--- src/rtl/reaction_pkg.sv ---
// Shared definitions for the multi-player reaction timer: state encoding,
// "no best time" marker and LFSR seed/taps.
package reaction_pkg;

   typedef enum logic [2:0] {
      ST_IDLE  = 3'd0,
      ST_WAIT  = 3'd1,
      ST_GO    = 3'd2,
      ST_DONE  = 3'd3,
      ST_ERROR = 3'd4
   } state_t;

   localparam logic [13:0] NO_BEST   = 14'h3FFF;
   localparam logic [15:0] LFSR_SEED = 16'hACE1;
   // taps 16,14,13,11 counted from 1 at the LSB end
   localparam logic [15:0] LFSR_TAPS = 16'hB400;

   function automatic logic [15:0] lfsr_next(input logic [15:0] v);
      return {v[14:0], ^(v & LFSR_TAPS)};
   endfunction

   function automatic logic [1:0] lowest_set(input logic [3:0] v);
      if (v[0])      return 2'd0;
      else if (v[1]) return 2'd1;
      else if (v[2]) return 2'd2;
      else           return 2'd3;
   endfunction

endpackage

--- src/rtl/btn_sync_edge.sv ---
// Two-flop synchroniser plus registered rising-edge detector for one raw button.
module btn_sync_edge (
   input  logic i_clk,
   input  logic i_rst_n,
   input  logic i_btn,
   output logic o_edge
);

   logic       r_sync1;
   logic       r_sync2;
   logic       r_prev;
   logic       r_edge;
   logic [1:0] r_settle;

   // r_prev is held high until the synchroniser has filled, so a button held
   // through reset looks "already pressed" and needs a release first.
   always_ff @(posedge i_clk or negedge i_rst_n) begin
      if (!i_rst_n) begin
         r_sync1  <= 1'b0;
         r_sync2  <= 1'b0;
         r_prev   <= 1'b1;
         r_edge   <= 1'b0;
         r_settle <= 2'b00;
      end else begin
         r_sync1  <= i_btn;
         r_sync2  <= r_sync1;
         r_settle <= {r_settle[0], 1'b1};
         r_prev   <= r_settle[1] ? r_sync2 : 1'b1;
         r_edge   <= r_sync2 & ~r_prev;
      end
   end

   assign o_edge = r_edge;

endmodule

--- src/rtl/multi_reaction_timer.sv ---
// Reaction-time game: random pre-GO delay, per-player reaction timing in ms,
// false-start detection, timeout and best-time tracking.
module multi_reaction_timer
   import reaction_pkg::*;
#(
   parameter int N_PLAYERS       = 2,
   parameter int CLK_PER_MS      = 10000,
   parameter int MIN_DELAY_MS    = 1000,
   parameter int DELAY_SPAN_LOG2 = 11,
   parameter int MAX_MS          = 9999
) (
   input  logic                 i_clk,
   input  logic                 i_rst_n,
   input  logic                 i_start_btn,
   input  logic [N_PLAYERS-1:0] i_react_btn,
   output logic                 o_led,
   output logic [13:0]          o_time_ms,
   output logic [13:0]          o_best_ms,
   output logic [1:0]           o_winner,
   output logic                 o_false_start,
   output logic                 o_timeout,
   output logic                 o_result_valid,
   output logic [2:0]           o_state
);

   localparam int              PW         = $clog2(CLK_PER_MS);
   localparam logic [PW-1:0]   PRESC_LAST = PW'(CLK_PER_MS - 1);
   localparam logic [13:0]     MAX_T      = 14'(MAX_MS);
   localparam logic [15:0]     MIN_D      = 16'(MIN_DELAY_MS);

   state_t               r_state;
   state_t               w_state_next;
   logic [15:0]          r_lfsr;
   logic [15:0]          r_delay;
   logic [PW-1:0]        r_presc;
   logic [13:0]          r_time;
   logic [13:0]          r_best;
   logic [13:0]          w_time_inc;
   logic [1:0]           r_winner;
   logic [1:0]           w_react_idx;
   logic                 r_false_start;
   logic                 r_timeout;
   logic                 r_result_valid;
   logic                 w_start_edge;
   logic                 w_tick;
   logic                 w_react_any;
   logic                 w_entering;
   logic                 w_timeout_hit;
   logic                 w_led;
   logic [N_PLAYERS-1:0] w_react_edge;

   btn_sync_edge u_start_sync (
      .i_clk  (i_clk),
      .i_rst_n(i_rst_n),
      .i_btn  (i_start_btn),
      .o_edge (w_start_edge)
   );

   for (genvar g = 0; g < N_PLAYERS; g++) begin : g_react
      btn_sync_edge u_react_sync (
         .i_clk  (i_clk),
         .i_rst_n(i_rst_n),
         .i_btn  (i_react_btn[g]),
         .o_edge (w_react_edge[g])
      );
   end

   assign w_tick        = (r_presc == PRESC_LAST);
   assign w_react_any   = |w_react_edge;
   assign w_react_idx   = lowest_set(4'(w_react_edge));
   assign w_time_inc    = r_time + 14'd1;
   assign w_timeout_hit = w_tick && (w_time_inc >= MAX_T);
   assign w_entering    = (w_state_next != r_state);

   always_ff @(posedge i_clk or negedge i_rst_n) begin
      if (!i_rst_n) r_state <= ST_IDLE;
      else          r_state <= w_state_next;
   end

   always_comb begin
      w_state_next = r_state;
      w_led        = 1'b0;
      case (r_state)
         ST_IDLE, ST_DONE, ST_ERROR: begin
            if (w_start_edge) w_state_next = ST_WAIT;
         end
         ST_WAIT: begin
            if (w_react_any)        w_state_next = ST_ERROR;
            else if (r_delay == '0) w_state_next = ST_GO;
         end
         ST_GO: begin
            w_led = 1'b1;
            if (w_react_any || w_timeout_hit) w_state_next = ST_DONE;
         end
         default: w_state_next = ST_IDLE;
      endcase
   end

   always_ff @(posedge i_clk or negedge i_rst_n) begin
      if (!i_rst_n) begin
         r_lfsr         <= LFSR_SEED;
         r_presc        <= '0;
         r_delay        <= '0;
         r_time         <= '0;
         r_best         <= NO_BEST;
         r_winner       <= '0;
         r_false_start  <= 1'b0;
         r_timeout      <= 1'b0;
         r_result_valid <= 1'b0;
      end else begin
         r_lfsr         <= lfsr_next(r_lfsr);
         r_result_valid <= w_entering &&
                           (w_state_next == ST_DONE || w_state_next == ST_ERROR);
         // each phase measures from a fresh millisecond boundary
         if (w_entering && (w_state_next == ST_WAIT || w_state_next == ST_GO))
            r_presc <= '0;
         else if (w_tick)
            r_presc <= '0;
         else
            r_presc <= r_presc + 1'b1;

         case (r_state)
            ST_IDLE, ST_DONE, ST_ERROR: begin
               if (w_start_edge) begin
                  r_delay       <= MIN_D + 16'(r_lfsr[DELAY_SPAN_LOG2-1:0]);
                  r_false_start <= 1'b0;
                  r_timeout     <= 1'b0;
               end
            end
            ST_WAIT: begin
               if (w_react_any) begin
                  r_winner      <= w_react_idx;
                  r_false_start <= 1'b1;
               end else if (r_delay == '0) begin
                  r_time <= '0;
               end else if (w_tick) begin
                  r_delay <= r_delay - 16'd1;
               end
            end
            ST_GO: begin
               // a press wins over a coincident tick, so the pre-increment time is kept
               if (w_react_any) begin
                  r_winner <= w_react_idx;
                  if (r_time < r_best) r_best <= r_time;
               end else if (w_timeout_hit) begin
                  r_time    <= MAX_T;
                  r_timeout <= 1'b1;
               end else if (w_tick) begin
                  r_time <= w_time_inc;
               end
            end
            default: ;
         endcase
      end
   end

   assign o_led          = w_led;
   assign o_time_ms      = r_time;
   assign o_best_ms      = r_best;
   assign o_winner       = r_winner;
   assign o_false_start  = r_false_start;
   assign o_timeout      = r_timeout;
   assign o_result_valid = r_result_valid;
   assign o_state        = r_state;

endmodule

--- config.mk ---
export PLATFORM = sky130hd
export DESIGN_NAME = multi_reaction_timer
export DESIGN_NICKNAME = d
export VERILOG_FILES = /design/src/rtl/reaction_pkg.sv /design/src/rtl/btn_sync_edge.sv /design/src/rtl/multi_reaction_timer.sv
export SDC_FILE = /design/constraint.sdc
export NUM_CORES = 1
export LEC_CHECK = 0
export CAP_MARGIN = 30
export CELL_PAD_IN_SITES_DETAIL_PLACEMENT = 2
export CELL_PAD_IN_SITES_GLOBAL_PLACEMENT = 2
export CORE_MARGIN = 2
export CORE_UTILIZATION = 34
export CTS_CLUSTER_SIZE = 14
export DETAILED_ROUTE_END_ITERATION = 8
export PLACE_DENSITY_LB_ADDON = 0.1
export SKIP_CTS_REPAIR_TIMING = 1
export SYNTH_ARGS = -nofsm -noshare
export SYNTH_HDL_FRONTEND = slang
export SYNTH_HIERARCHICAL = 1
export SYNTH_SLANG_ARGS = --single-unit
--- constraint.sdc ---
create_clock -name i_clk -period 2.8 [get_ports i_clk]
set_clock_uncertainty 0.2 [all_clocks]
set_input_delay 0.28 -clock i_clk [delete_from_list [all_inputs] [get_ports i_clk]]
set_output_delay 0.28 -clock i_clk [all_outputs]
set_load 0.02 [all_outputs]
; Yosys cells after proc, flatten, opt, wreduce, memory -nomap -nowiden
; Index checks and enable logic that the tools add are counted.
[totals]
output_inout_bits = 37
elab_cells = 107
inputBits = 5
register_bits = 100
[classes]
reduce_logical = 21
mux = 30
n_bitwise = 6
n_eq_ne = 19
addsub = 4
n_lt_le_gt_ge = 2
[op_table]
columns = operator, count
row1 = two-way mux 14 bit, 7
row2 = two-way mux 16 bit, 4
row3 = case mux 16 bit (2 select lines), 1
row4 = adder 14 x 1 -> 14 bit (second input constant), 2
row5 = case mux 14 bit (2 select lines), 1
row6 = logical NOT 16 bit, 1
row7 = parity 16 bit, 1
row8 = subtractor 16 x 1 -> 16 bit (second input constant), 1
row9 = == test 14 bit (second input constant), 1
row10 = greater-or-equal comparator 14 bit (second input constant), 1
row11 = less-than comparator 14 bit, 1
row12 = != test 2 bit (second input constant), 7
row13 = adder 10 x 11 -> 12 bit (first input constant), 1
row14 = == test 3 x 2 -> 1 bit (second input constant), 4
row15 = two-way mux 3 bit, 4
row16 = AND reduction 5 bit, 2
row17 = case mux 3 bit (3 select lines), 1
row18 = two-way mux 1 bit, 8
row19 = == test 3 x 1 -> 1 bit (second input constant), 2
row20 = == test 3 bit (second input constant), 2
row21 = AND reduction 3 bit, 2
row22 = nonzero test 2 bit, 3
row23 = two-way mux 2 bit, 2
row24 = case mux 1 bit (2 select lines), 2
row25 = other kinds (12), 21

; Longest topological paths before layout
[logic_depth]
ltp_word = 10
depth_mapped = 11

; Modules after synthesis
; The synthesis kept the hierarchy.
[modules_own_cells]
columns = mod, area_per_inst_um2, n_inst, cells_each, seq_area_each_um2
row1 = multi_reaction_timer, 4655.7, 1, 477, 2079.5
row2 = btn_sync_edge, 175.2, 3, 9, 151.4

; Worst setup path after synthesis
; No wires, ideal clock.
[synth_timing]
path_type = register to register
from = register r_time[1], in the netlist o_time_ms[1]
to = register r_time[9], in the netlist o_time_ms[9]
arrival_time_ps = 2606
slack_ps = -127
stages_incl_launch_ff = 12
path_buffers = 3
period_less_slack_ps = 2927
setup_time_ps = 121
cell_sequence = dfrtp_1 -> ha_1 -> buf_2 -> and3_1 -> buf_2 -> and3_1 -> a31oi_1 -> o311a_4 -> o211ai_4 -> buf_6 -> a21oi_1 -> o22a_1
[synth_via]
elab_chain_cells = 6
elab_cells_between_ends = 9
classes_between = 1 x add/sub / 1 x order compare / 1 x eq/ne / 4 x mux / 2 x reduce/logical
[synth_rtl]
columns = element, line_no
row1 = from (decl), multi_reaction_timer.sv:36  ; logic [13:0] r_time;
row2 = from (signal assigned), multi_reaction_timer.sv:149  ; r_time <= w_time_inc;
row3 = adder 14 x 1 -> 14 bit *, multi_reaction_timer.sv:71  ; assign w_time_inc = r_time + 14'd1;
row4 = greater-or-equal comparator 14 bit, multi_reaction_timer.sv:72  ; assign w_timeout_hit = w_tick && (w_time_inc >= MAX_T);
row5 = logical AND 1 bit, multi_reaction_timer.sv:72
row6 = two-way mux 14 bit, multi_reaction_timer.sv:145  ; end else if (w_timeout_hit) begin
row7 = two-way mux 14 bit, multi_reaction_timer.sv:142  ; if (w_react_any) begin
row8 = case mux 14 bit (2 select lines), multi_reaction_timer.sv:122  ; case (r_state)
; Mark *: on every way between the ends. The rest lies on a longest branch, timed or not. The select of a mux whose other input is x is not followed.
; A chain may end at the register's enable or synchronous reset.

; Worst setup path after layout
[layout_timing]
from = register r_presc[11]
to = register r_time[5], in the netlist o_time_ms[5]
[layout_via]
elab_chain_cells = 5
elab_cells_between_ends = 7
classes_between = 2 x eq/ne / 3 x mux / 2 x reduce/logical
[layout_rtl]
columns = element, line_no
row1 = from (decl), multi_reaction_timer.sv:35  ; logic [PW-1:0] r_presc;
row2 = from (signal assigned), multi_reaction_timer.sv:120  ; r_presc <= r_presc + 1'b1;
row3 = == test 14 bit *, multi_reaction_timer.sv:68  ; assign w_tick = (r_presc == PRESC_LAST);
row4 = logical AND 1 bit, multi_reaction_timer.sv:72
row5 = two-way mux 14 bit, multi_reaction_timer.sv:145
row6 = two-way mux 14 bit, multi_reaction_timer.sv:142
row7 = case mux 14 bit (2 select lines), multi_reaction_timer.sv:122
; Marks and branches as above.

==> results.sh <==
export IMPL_status="finished clean"
export IMPL_avgSynthCellArea_um2=10.3
export IMPL_htreeDepth=3
export IMPL_layout_common_cells="72 x dfrtp_1, 44 x buf_4, 42 x nor2_1, 40 x clkdlybuf4s50_1, 32 x nand2_1"
export IMPL_wirelength_um=14300
export IMPL_route_detailed_drc=0
export IMPL_fillers=1573
export IMPL_nNetsFinal=602
export IMPL_cts_sinks=100
export IMPL_syn_inst=504
export IMPL_met3_usage_pct=3.18
export IMPL_ioPinCount=42
export IMPL_cp_data_arrival_time_ps=2710
export IMPL_use_met2_pct=32.6
export IMPL_clockRootBuffer="clkbuf_16"
export IMPL_setup_viol=0
export IMPL_critical_path_class="flip-flop to flip-flop"
export IMPL_post_route_period_util_pct=96.0
export IMPL_grt_pass1_wl_um=24100
export IMPL_num_vias=4126
export IMPL_cp_required_ps=2820
export IMPL_grt_overflow_total=0
export IMPL_place_gp_congestion=0.860
export IMPL_grt_busiest_layer="met2"
export IMPL_synth_seq_area_share_pct=48.9
export IMPL_critPathLaunchType="flip-flop"
export IMPL_power_density_mw_per_mm2=612
export IMPL_synthesis_area_mm2=0.00518
export IMPL_core_mm2=0.0150
export IMPL_dr_pass1_iters=4
export IMPL_crit_fanout=5
export IMPL_vias_per_cell=5.34
export IMPL_cts_tree="done"
export IMPL_p_total_mw=3.97
export IMPL_rows=45
export IMPL_setup_ws_ps=112
export IMPL_post_place_ws_ps=-60.7
export IMPL_slowest_stage="or4b_4"
export IMPL_ys_ff_latch=100
export IMPL_syn_to_final_growth_pct=25.4
export IMPL_grt_pass1_vias=4561
export IMPL_die_area_mm2=0.0162
export IMPL_post_drt_wl_per_cell_um=18.5
export IMPL_synthArstFlopShare_pct=100
export IMPL_cpPeakStageDelay_ps=560
export IMPL_yosysWarnings=6
export IMPL_synth_cell_types=71
export IMPL_hpwl_um=10300
export IMPL_drv_slew=0
export IMPL_initial_core_util_pct=34.5
export IMPL_layout_commonest_cell="dfrtp_1"
export IMPL_clock_latency_ps=350
export IMPL_die_h_um=127
export IMPL_numCtsBuffers=9
export IMPL_postRouteAntennaNets=0
export IMPL_drt_initial_drc_count=205
export IMPL_period_needed_ps=2690
export IMPL_drive_above_1_share_pct=24.1
export IMPL_synth_edf_count=0
export IMPL_p_leak_nw=2.76
export IMPL_clk_path_buf_depth=2
export IMPL_maxCapViolCount=0
export IMPL_ir_drop_mv=0.395
export IMPL_ys_flop_type="dfrtp_1"
export IMPL_grt_use_met1_pct=23.8
export IMPL_cts_clk_slew_worst_paths_ps=70
export IMPL_min_path_type="flip-flop to flip-flop"
export IMPL_antenna_found_initial=0
export IMPL_fmax_mhz=372
export IMPL_crit_chain="or4b_4, nor4_4, buf_4, nor3b_4, buf_4, nor2_1, o31ai_2, o31ai_2"
export IMPL_diodes=0
export IMPL_die_w_um=127
export IMPL_design_area_mm2=0.00650
export IMPL_hold_violations=0
export IMPL_slew_headroom_pct=65.1
export IMPL_grt_usage_pct=18.7
export IMPL_endpoint_kind="flip-flop"
export IMPL_grt_max_degree=74
export IMPL_postPlaceCellArea_mm2=0.00610
export IMPL_worst_pin_slew_ps=519
export IMPL_numPortBuffers=41
export IMPL_syn_nets=527
final timing paths:
check                                                                    from                                            end  cells past startpoint  slack [ps]
max in group asynchronous                                             i_rst_n       g_react[0].u_react_sync/r_prev$_DFF_PN1_                      3        1430
min in group asynchronous                                             i_rst_n                       o_time_ms[4]$_DFFE_PN0P_                      2         210
worst max register to register                          r_presc[11]$_DFF_PN0_                       o_time_ms[5]$_DFFE_PN0P_                      8         110
worst min-delay path            g_react[1].u_react_sync/r_settle[0]$_DFF_PN0_  g_react[1].u_react_sync/r_settle[1]$_DFF_PN0_                      0         150
worst max-delay path                                    r_presc[11]$_DFF_PN0_                       o_time_ms[5]$_DFFE_PN0P_                      8         110
worst min register to register  g_react[1].u_react_sync/r_settle[0]$_DFF_PN0_  g_react[1].u_react_sync/r_settle[1]$_DFF_PN0_                      0         150
routing by layer:
| layer | wire length (µm) | share of wire, % |
|---|---|---|
| met2 | 7260 | 51 |
| met4 | 222 | 1.6 |
| met3 | 273 | 1.9 |
| met1 | 6520 | 46 |
| met5 | 0 | 0 |
critical path, delay by kind of cell (launching register included):
family,cells,cell delay [ps]
buf+inv,2,370
flops,1,430
simple gates,4,1170
compound gates,2,390
cell families after synthesis:
family	share of synthesized area, %
other	0.217
muxes	3.19
AOI/OAI and AO/OA	15.2
DFF	48.9
adders and majority gates	4.35
buffers and inverters	4.61
and+or+nand+nor	19.4
xor gates and xnor gates	4.06
final cells by class:
class                           instances  area [µm²]  share of cell area, %
Tap cell                              188         235                   3.62
Sequential cell                       100        2540                   39.1
Multi-Input combinational cell        353        2470                   38.1
Clock inverter                          6        77.6                   1.19
Inverter                               25        93.8                   1.44
Timing Repair Buffer                   90         841                   12.9
Clock buffer                           10         239                   3.68
metrics by stage:
step	instances	util [%]	hold WS, ps	setup TNS [ps]
CTS	770	42.7	-345	-762
global route	772	43.2	154	-3.20
finish	772	43.2	150	0
floorplan	504	-	-216	0
global placement	754	40.5	33.4	-8.79
detailed placement	754	40.5	37.4	-592
sequential cells by signal, summed over array words and instances (netlist names):
register	cells
u_start_sync/r_sync1	1
g_react.u_react_sync/r_sync1	2
g_react.u_react_sync/r_settle	4
g_react.u_react_sync/r_sync2	2
o_time_ms	14
u_start_sync/r_prev	1
r_presc	14
o_winner	2
r_lfsr	16
g_react.u_react_sync/o_edge	2
o_state	3
o_result_valid	1
o_best_ms	14
g_react.u_react_sync/r_prev	2
o_false_start	1
u_start_sync/o_edge	1
o_timeout	1
u_start_sync/r_settle	2
u_start_sync/r_sync2	1
r_delay	16
Yosys cell counts, types with 3 or more instances:
cell      count  share of area, %
o31ai_1      10               1.4
nor4_1        5              0.60
buf_6         4              0.87
a21oi_1      27               2.6
and4_1        4              0.68
o22a_1        5              0.85
a21o_1        4              0.58
mux2_2       12               2.6
ha_1         18               4.3
nand4_1       5              0.60
inv_1        25               1.8
nand3_1      16               1.5
nand2b_1      9               1.1
o21ai_1       4              0.39
o21ai_0      24               2.3
and3_1       10               1.2
or3_1         5              0.60
dfstp_2      25                13
conb_1        3              0.22
dfrtp_1      75                36
o22ai_1       4              0.48
xnor2_1      13               2.2
nor2b_4       3              0.80
xor2_1       11               1.9
buf_2        13               1.3
a31oi_1      10               1.2
nor3_1       17               1.6
clkbuf_1      8              0.58
nand2_1      32               2.3
nor2b_1       7              0.85
nor2_1       42               3.0
a22o_1        3              0.51
mux2i_1       3              0.58
power breakdown:
group	switching (mW)	internal (mW)	total, mW
logic	0.521	0.382	0.903
registers	0.159	1.60	1.76
clock network	0.581	0.733	1.31
total	1.26	2.71	3.97
(Power assumes the default switching activity.)
